[src/rtl/mgmt_sram_arbiter.sv]
// Round-robin arbiter between the management Wishbone slave port and a housekeeping
// read-only port, driving RAM_BLOCKS single-port SRAM banks with out-of-range error termination.
module mgmt_sram_arbiter #(
  parameter int          RAM_BLOCKS = 2,
  parameter int          ADDR_W     = 8,
  parameter int          RD_LAT     = 1,
  parameter logic [31:0] BASE_ADR   = 32'h0100_0000,
  localparam int         BW         = (RAM_BLOCKS > 1) ? $clog2(RAM_BLOCKS) : 1
) (
  input  logic                      core_clk,
  input  logic                      core_rst,
  input  logic                      wb_cyc_i,
  input  logic                      wb_stb_i,
  input  logic                      wb_we_i,
  input  logic [3:0]                wb_sel_i,
  input  logic [31:0]               wb_adr_i,
  input  logic [31:0]               wb_dat_i,
  output logic [31:0]               wb_dat_o,
  output logic                      wb_ack_o,
  output logic                      wb_err_o,
  input  logic                      hk_req_i,
  input  logic [ADDR_W+BW-1:0]      hk_addr_i,
  output logic [31:0]               hk_rdata_o,
  output logic                      hk_valid_o,
  output logic [RAM_BLOCKS-1:0]     ram_ena,
  output logic [RAM_BLOCKS-1:0]     ram_wen,
  output logic [4*RAM_BLOCKS-1:0]   ram_wen_mask,
  output logic [ADDR_W-1:0]         ram_addr,
  output logic [31:0]               ram_wdata,
  input  logic [32*RAM_BLOCKS-1:0]  ram_rdata
);

  localparam int CNT_W = 3;
  localparam int MASK_W = 4 * RAM_BLOCKS;
  localparam logic [31:0] SPAN = 32'(RAM_BLOCKS) << (ADDR_W + 2);
  localparam logic [CNT_W-1:0] WAIT_INIT = CNT_W'((RD_LAT > 1) ? RD_LAT - 2 : 0);

  typedef enum logic [1:0] {S_IDLE, S_ISSUE, S_WAIT, S_RESP} arbState_t;

  arbState_t        r_state;
  logic             r_prioHk;
  logic             r_isHk;
  logic             r_we;
  logic             r_wbDrop;
  logic [BW-1:0]    r_bank;
  logic [CNT_W-1:0] r_cnt;

  logic              w_wbPend;
  logic              w_grantHk;
  logic              w_grantWb;
  logic              w_wbInRange;
  logic              w_hkInRange;
  logic              w_finish;
  logic              w_abort;
  logic [31:0]       w_wbOffset;
  logic [31:0]       w_rdWord;
  logic [BW-1:0]     w_wbBank;
  logic [BW-1:0]     w_hkBank;
  logic [ADDR_W-1:0] w_wbWord;
  logic [ADDR_W-1:0] w_hkWord;

  // r_prioHk set means HK wins the next tie; cleared on reset so WB goes first.
  assign w_wbPend  = wb_cyc_i & wb_stb_i;
  assign w_grantHk = hk_req_i & (~w_wbPend | r_prioHk);
  assign w_grantWb = w_wbPend & ~w_grantHk;

  assign w_wbOffset  = wb_adr_i - BASE_ADR;
  assign w_wbInRange = w_wbOffset < SPAN;
  assign w_wbWord    = wb_adr_i[2 +: ADDR_W];
  assign w_wbBank    = wb_adr_i[2+ADDR_W +: BW];
  assign w_hkWord    = hk_addr_i[0 +: ADDR_W];
  assign w_hkBank    = hk_addr_i[ADDR_W +: BW];
  assign w_hkInRange = 32'(w_hkBank) < 32'(RAM_BLOCKS);

  assign w_rdWord = ram_rdata[{r_bank, 5'b0} +: 32];
  assign w_finish = (r_state == S_ISSUE && (r_we || RD_LAT == 1)) ||
                    (r_state == S_WAIT && r_cnt == '0);
  assign w_abort  = ~r_isHk & (r_wbDrop | ~wb_cyc_i);

  always_ff @(posedge core_clk) begin
    if (core_rst) begin
      r_state      <= S_IDLE;
      r_prioHk     <= 1'b0;
      r_isHk       <= 1'b0;
      r_we         <= 1'b0;
      r_wbDrop     <= 1'b0;
      r_bank       <= '0;
      r_cnt        <= '0;
      wb_dat_o     <= '0;
      wb_ack_o     <= 1'b0;
      wb_err_o     <= 1'b0;
      hk_rdata_o   <= '0;
      hk_valid_o   <= 1'b0;
      ram_ena      <= '0;
      ram_wen      <= '0;
      ram_wen_mask <= '0;
      ram_addr     <= '0;
      ram_wdata    <= '0;
    end else begin
      wb_ack_o     <= 1'b0;
      wb_err_o     <= 1'b0;
      hk_valid_o   <= 1'b0;
      ram_ena      <= '0;
      ram_wen      <= '0;
      ram_wen_mask <= '0;
      case (r_state)
        S_IDLE: begin
          r_wbDrop <= 1'b0;
          if (w_grantHk) begin
            r_prioHk <= 1'b0;
            r_isHk   <= 1'b1;
            r_we     <= 1'b0;
            r_bank   <= w_hkBank;
            ram_addr <= w_hkWord;
            if (w_hkInRange) begin
              ram_ena <= RAM_BLOCKS'(1) << w_hkBank;
              r_state <= S_ISSUE;
            end else begin
              hk_valid_o <= 1'b1;
              hk_rdata_o <= '0;
              r_state    <= S_RESP;
            end
          end else if (w_grantWb) begin
            r_prioHk <= 1'b1;
            r_isHk   <= 1'b0;
            r_we     <= wb_we_i;
            r_bank   <= w_wbBank;
            if (w_wbInRange) begin
              ram_addr  <= w_wbWord;
              ram_wdata <= wb_dat_i;
              ram_ena   <= RAM_BLOCKS'(1) << w_wbBank;
              if (wb_we_i) begin
                ram_wen      <= RAM_BLOCKS'(1) << w_wbBank;
                ram_wen_mask <= MASK_W'(wb_sel_i) << {w_wbBank, 2'b00};
              end
              r_state <= S_ISSUE;
            end else begin
              wb_err_o <= 1'b1;
              wb_dat_o <= '0;
              r_state  <= S_RESP;
            end
          end
        end
        // An abandoned WB cycle still lets the SRAM access finish; only the response is dropped.
        S_ISSUE, S_WAIT: begin
          if (~r_isHk & ~wb_cyc_i) r_wbDrop <= 1'b1;
          if (w_finish) begin
            r_state <= S_RESP;
            if (r_isHk) begin
              hk_valid_o <= 1'b1;
              hk_rdata_o <= w_rdWord;
            end else if (!w_abort) begin
              wb_ack_o <= 1'b1;
              wb_dat_o <= r_we ? 32'h0 : w_rdWord;
            end
          end else if (r_state == S_ISSUE) begin
            r_state <= S_WAIT;
            r_cnt   <= WAIT_INIT;
          end else begin
            r_cnt <= r_cnt - CNT_W'(1);
          end
        end
        S_RESP:  r_state <= S_IDLE;
        default: r_state <= S_IDLE;
      endcase
    end
  end

endmodule
[config.mk]
export PLATFORM = sky130hd
export DESIGN_NAME = mgmt_sram_arbiter
export DESIGN_NICKNAME = d
export VERILOG_FILES = /design/src/rtl/mgmt_sram_arbiter.sv
export SDC_FILE = /design/constraint.sdc
export NUM_CORES = 1
export LEC_CHECK = 0
export CAP_MARGIN = 15
export CORE_UTILIZATION = 37
export DETAILED_ROUTE_END_ITERATION = 16
export PLACE_DENSITY = 0.77
export SLEW_MARGIN = 20
export SYNTH_ARGS = -nofsm -noshare
export SYNTH_HDL_FRONTEND = slang
export SYNTH_SLANG_ARGS = --single-unit
[constraint.sdc]
create_clock -name core_clk -period 2 [get_ports core_clk]
set_input_delay 0.3 -clock core_clk [delete_from_list [all_inputs] [get_ports core_clk]]
set_output_delay 0.3 -clock core_clk [all_outputs]
set_load 0.1 [all_outputs]
==> reports/summary.txt <==
Status = finished, final reports clean
End of the worst hold path = wb_err_o
Setup Viol. Count Final = 0
Worst vdd ir = 0.000777 V
Register area share after synthesis = 47.4%
Pin count of the biggest net entering global routing = 64
Mapped Nets = 758
Synth Area in Adders = 1.15%
Clk root buf = clkbuf_16
Worst setup path start = r_cnt[1]
FF+latch count, synth = 129
R2R setup slack = 10 ps
Cell row count = 43
Post-DP HPWL = 11400 um
Worst-Skew Late Latency = 410 ps
Tightest Pin Transition = 650 ps
CP Class = reg2reg
Via Count = 5121
Ys flop type = dfxtp_1
GPL Wtd Cong = 0.789
Post-Layout Cell Count = 1068
RSZ-0062 raised after global routing = true
Area Overhead vs Synth = 62.8%
CTS H-tree lvls = 4
Number of global-route vias before repair = 4884
CP Launch Type = flop
Synth Area in Simple Gates = 25.3%
Synth cell types = 39
Total core area = 14100 um^2
Setup TNS = 0 ps
Cell Chain, Critical Path = inv_2, ha_4, ha_4, a21oi_2, o31a_1, a211o_1, a21oi_4, buf_12, clkbuf_16, mux2i_1
HP Start = core_rst
Peak Freq = 502 MHz
Slowest stage delay, CP = 310 ps
Clk sinks = 129
CTS buffer count = 17
Routed wire length = 16100 um
Crit-path most repeated cell = ha_4
Gr usage total = 20.9%
Max Cap Viol = 0
Clock Pin Slew Worst Setup and Hold Paths = 60 ps
Antenna violations before repair = 0
Placement Setup Slack = -308 ps
EDFF count, synth = 0
CTS max path bufs = 2
Final Skew = 7.48 ps
Placed cells = 1031
IO Count = 266
Hold path depth = 3
Vias per inst = 4.79
Die width = 123 um
First-pass GRT wire length = 24500 um
Max Slew Vio Count = 0
Required time of the critical path = 2340 ps
Final hold violations = 0
Hold/Removal Path Class = in2reg
Drt wl/cell = 15.1 um
Layout cells sized above 1 = 26.0%
Crit Reg-Reg Startpoint = r_cnt[1]
Relative slew slack = 56.7%
Synth warn = 0
Crit. End Element = flop
Die height = 123 um
Worst R2R End = wb_dat_o[16]
Main combinational cell family by area after synthesis = simple AND/OR/NAND/NOR gates
Syn avg cell area = 8.99 um^2
Finished Cell Area = 8870 um^2
Final cycle utilization of the critical path = 99.5%
PwrDens = 1290 nW/um^2
Worst hold slack = 264 ps
Dpl cell area = 8110 um^2
Final nets = 1027
Synth Area in Compound Gates = 7.76%
Synthesized instance count = 606
Post-Syn Area = 5450 um^2
CP max-delay cell = dfxtp_1
Cells on worst reg2reg path = 10
Final min period = 1990 ps
CTS tree = built
Antenna diodes = 0
Mux share of post-synthesis cell area = 14.2%
Filler cell count = 1206
IO buf count = 263
Post-route ant nets = 0
DRC viols = 0
Post-Synth XOR/XNOR Area = 0.161%
Critical path fanouts, max = 6
FFs w/ async S/R, synth = 0%
Detailed Route Iter0 Violations = 323
First-pass iteration count of the detailed router = 4
Initial Util = 38.7%
Leakage = 3.44 nW
Final WS setup = 9.72 ps
Crit path arrival time = 2330 ps
Total congestion overflow = 0
Die area = 15200 um^2
## through the flow
stage | utilization [%] | power, W
floorplan | - | 0.00655
global placement | 57.5 | 0.00780
detailed placement | 57.5 | 0.00783
CTS | 61.8 | 0.0110
global route | 62.9 | 0.0119
finish | 62.9 | 0.0114
## placed cells by master, fill, tap and decap left out, types with 2 or more instances in the layout
| cell type | count |
|---|---|
| clkdlybuf4s50_1 | 143 |
| buf_4 | 137 |
| dfxtp_1 | 127 |
| nand2_1 | 98 |
| nor2_1 | 55 |
| nor3_1 | 54 |
| mux2i_1 | 47 |
| nand2b_1 | 45 |
| a21oi_1 | 37 |
| mux2_2 | 26 |
| clkbuf_16 | 20 |
| a211oi_1 | 17 |
| and2_1 | 9 |
| buf_12 | 8 |
| clkinvlp_4 | 6 |
| inv_1 | 4 |
| nor4_4 | 4 |
| nand3_1 | 3 |
| clkbuf_8 | 3 |
| inv_2 | 2 |
| nor4_1 | 2 |
| nand4_1 | 2 |
| nor3_2 | 2 |
| a32oi_1 | 2 |
| ha_1 | 2 |
| ha_4 | 2 |
| clkinv_2 | 2 |
| bufinv_16 | 2 |
| buf_6 | 2 |
| dfxtp_2 | 2 |
## worst max path at each step
stage                                  to  slack (ps)
after floorplan            hk_rdata_o[19]          80
after global placement    ram_wen_mask[6]        -270
after detailed placement  ram_wen_mask[4]        -310
after CTS                    wb_dat_o[16]           5
after global routing         wb_dat_o[27]         -70
final                        wb_dat_o[16]          10
## power breakdown
group / switching [W] / internal (W)
logic: 0.00338 / 0.00187
clock network: 0.00116 / 0.00193
registers: 0.000171 / 0.00289
## cells in the mapped netlist, drive strengths merged (2+ instances only)
| library cell | instances | share of area, % |
|---|---|---|
| nor3 | 56 | 5.2 |
| a21oi | 39 | 3.7 |
| a32oi | 2 | 0.32 |
| a211oi | 17 | 2.3 |
| o21ai | 2 | 0.18 |
| mux2i | 48 | 8.8 |
| or3 | 2 | 0.32 |
| nand2 | 98 | 6.8 |
| buf | 17 | 1.8 |
| ha | 5 | 1.1 |
| nand3 | 3 | 0.28 |
| nand2b | 45 | 5.2 |
| nor2 | 56 | 3.9 |
| nand4 | 2 | 0.23 |
| inv | 6 | 0.41 |
| and2 | 10 | 1.1 |
| mux2 | 26 | 5.4 |
| clkbuf | 26 | 1.8 |
| nor4 | 6 | 1.8 |
| dfxtp | 129 | 47 |
## cell families after synthesis
family / after synthesis
adder cells (fa/ha/maj): 5
buffers and inverters: 49
multiplexers: 74
AO/OA/AOI/OAI: 67
XOR/XNOR: 1
AND/OR/NAND/NOR: 281
flip-flops: 129
## repair_timing
action / 4_1_cts / 5_1_grt
pin swaps: 0 / 4
setup endpoints to repair: 2 / 39
resized for setup: 2 / 11
hold buffers: 0 / 0
cloned: 0 / 4
setup buffers: 0 / 1
## worst max-delay path, delay by kind of cell, from the launching register on
kind | cells | cell delay (ps)
AOI/OAI and AO/OA | 4 | 760
buffers and inverters | 3 | 390
DFF | 1 | 310
adders and majority gates | 2 | 270
muxes | 1 | 190
## flip-flops by register name (all words and copies together), names as in the netlist, 2 cells and up
register	cells
ram_addr	8
wb_dat_o	32
r_state	2
ram_wdata	32
ram_wen_mask	8
r_cnt	3
hk_rdata_o	32
ram_ena	2
ram_wen	2
## layer usage
metal | up-vias | routed length [um] | global-route usage (%)
li1 | 2597 | - | -
met1 | 2364 | 7130 | 25.7
met2 | 139 | 8020 | 35.1
met3 | 21 | 761 | 5.67
met4 | 0 | 233 | 7.15
met5 | - | 0 | 0
## final cells by class
type                    instances  area, um^2  share of cell area, %
inverters                       6        22.5                  0.254
clock inverters                12         133                   1.50
repair buffers                293        2720                   30.6
multi-input cells             428        2720                   30.7
well taps                     180         225                   2.54
flip-flops and latches        129        2580                   29.1
clock buffers                  20         467                   5.26
No activity file was read; power rests on OpenSTA's default activity.
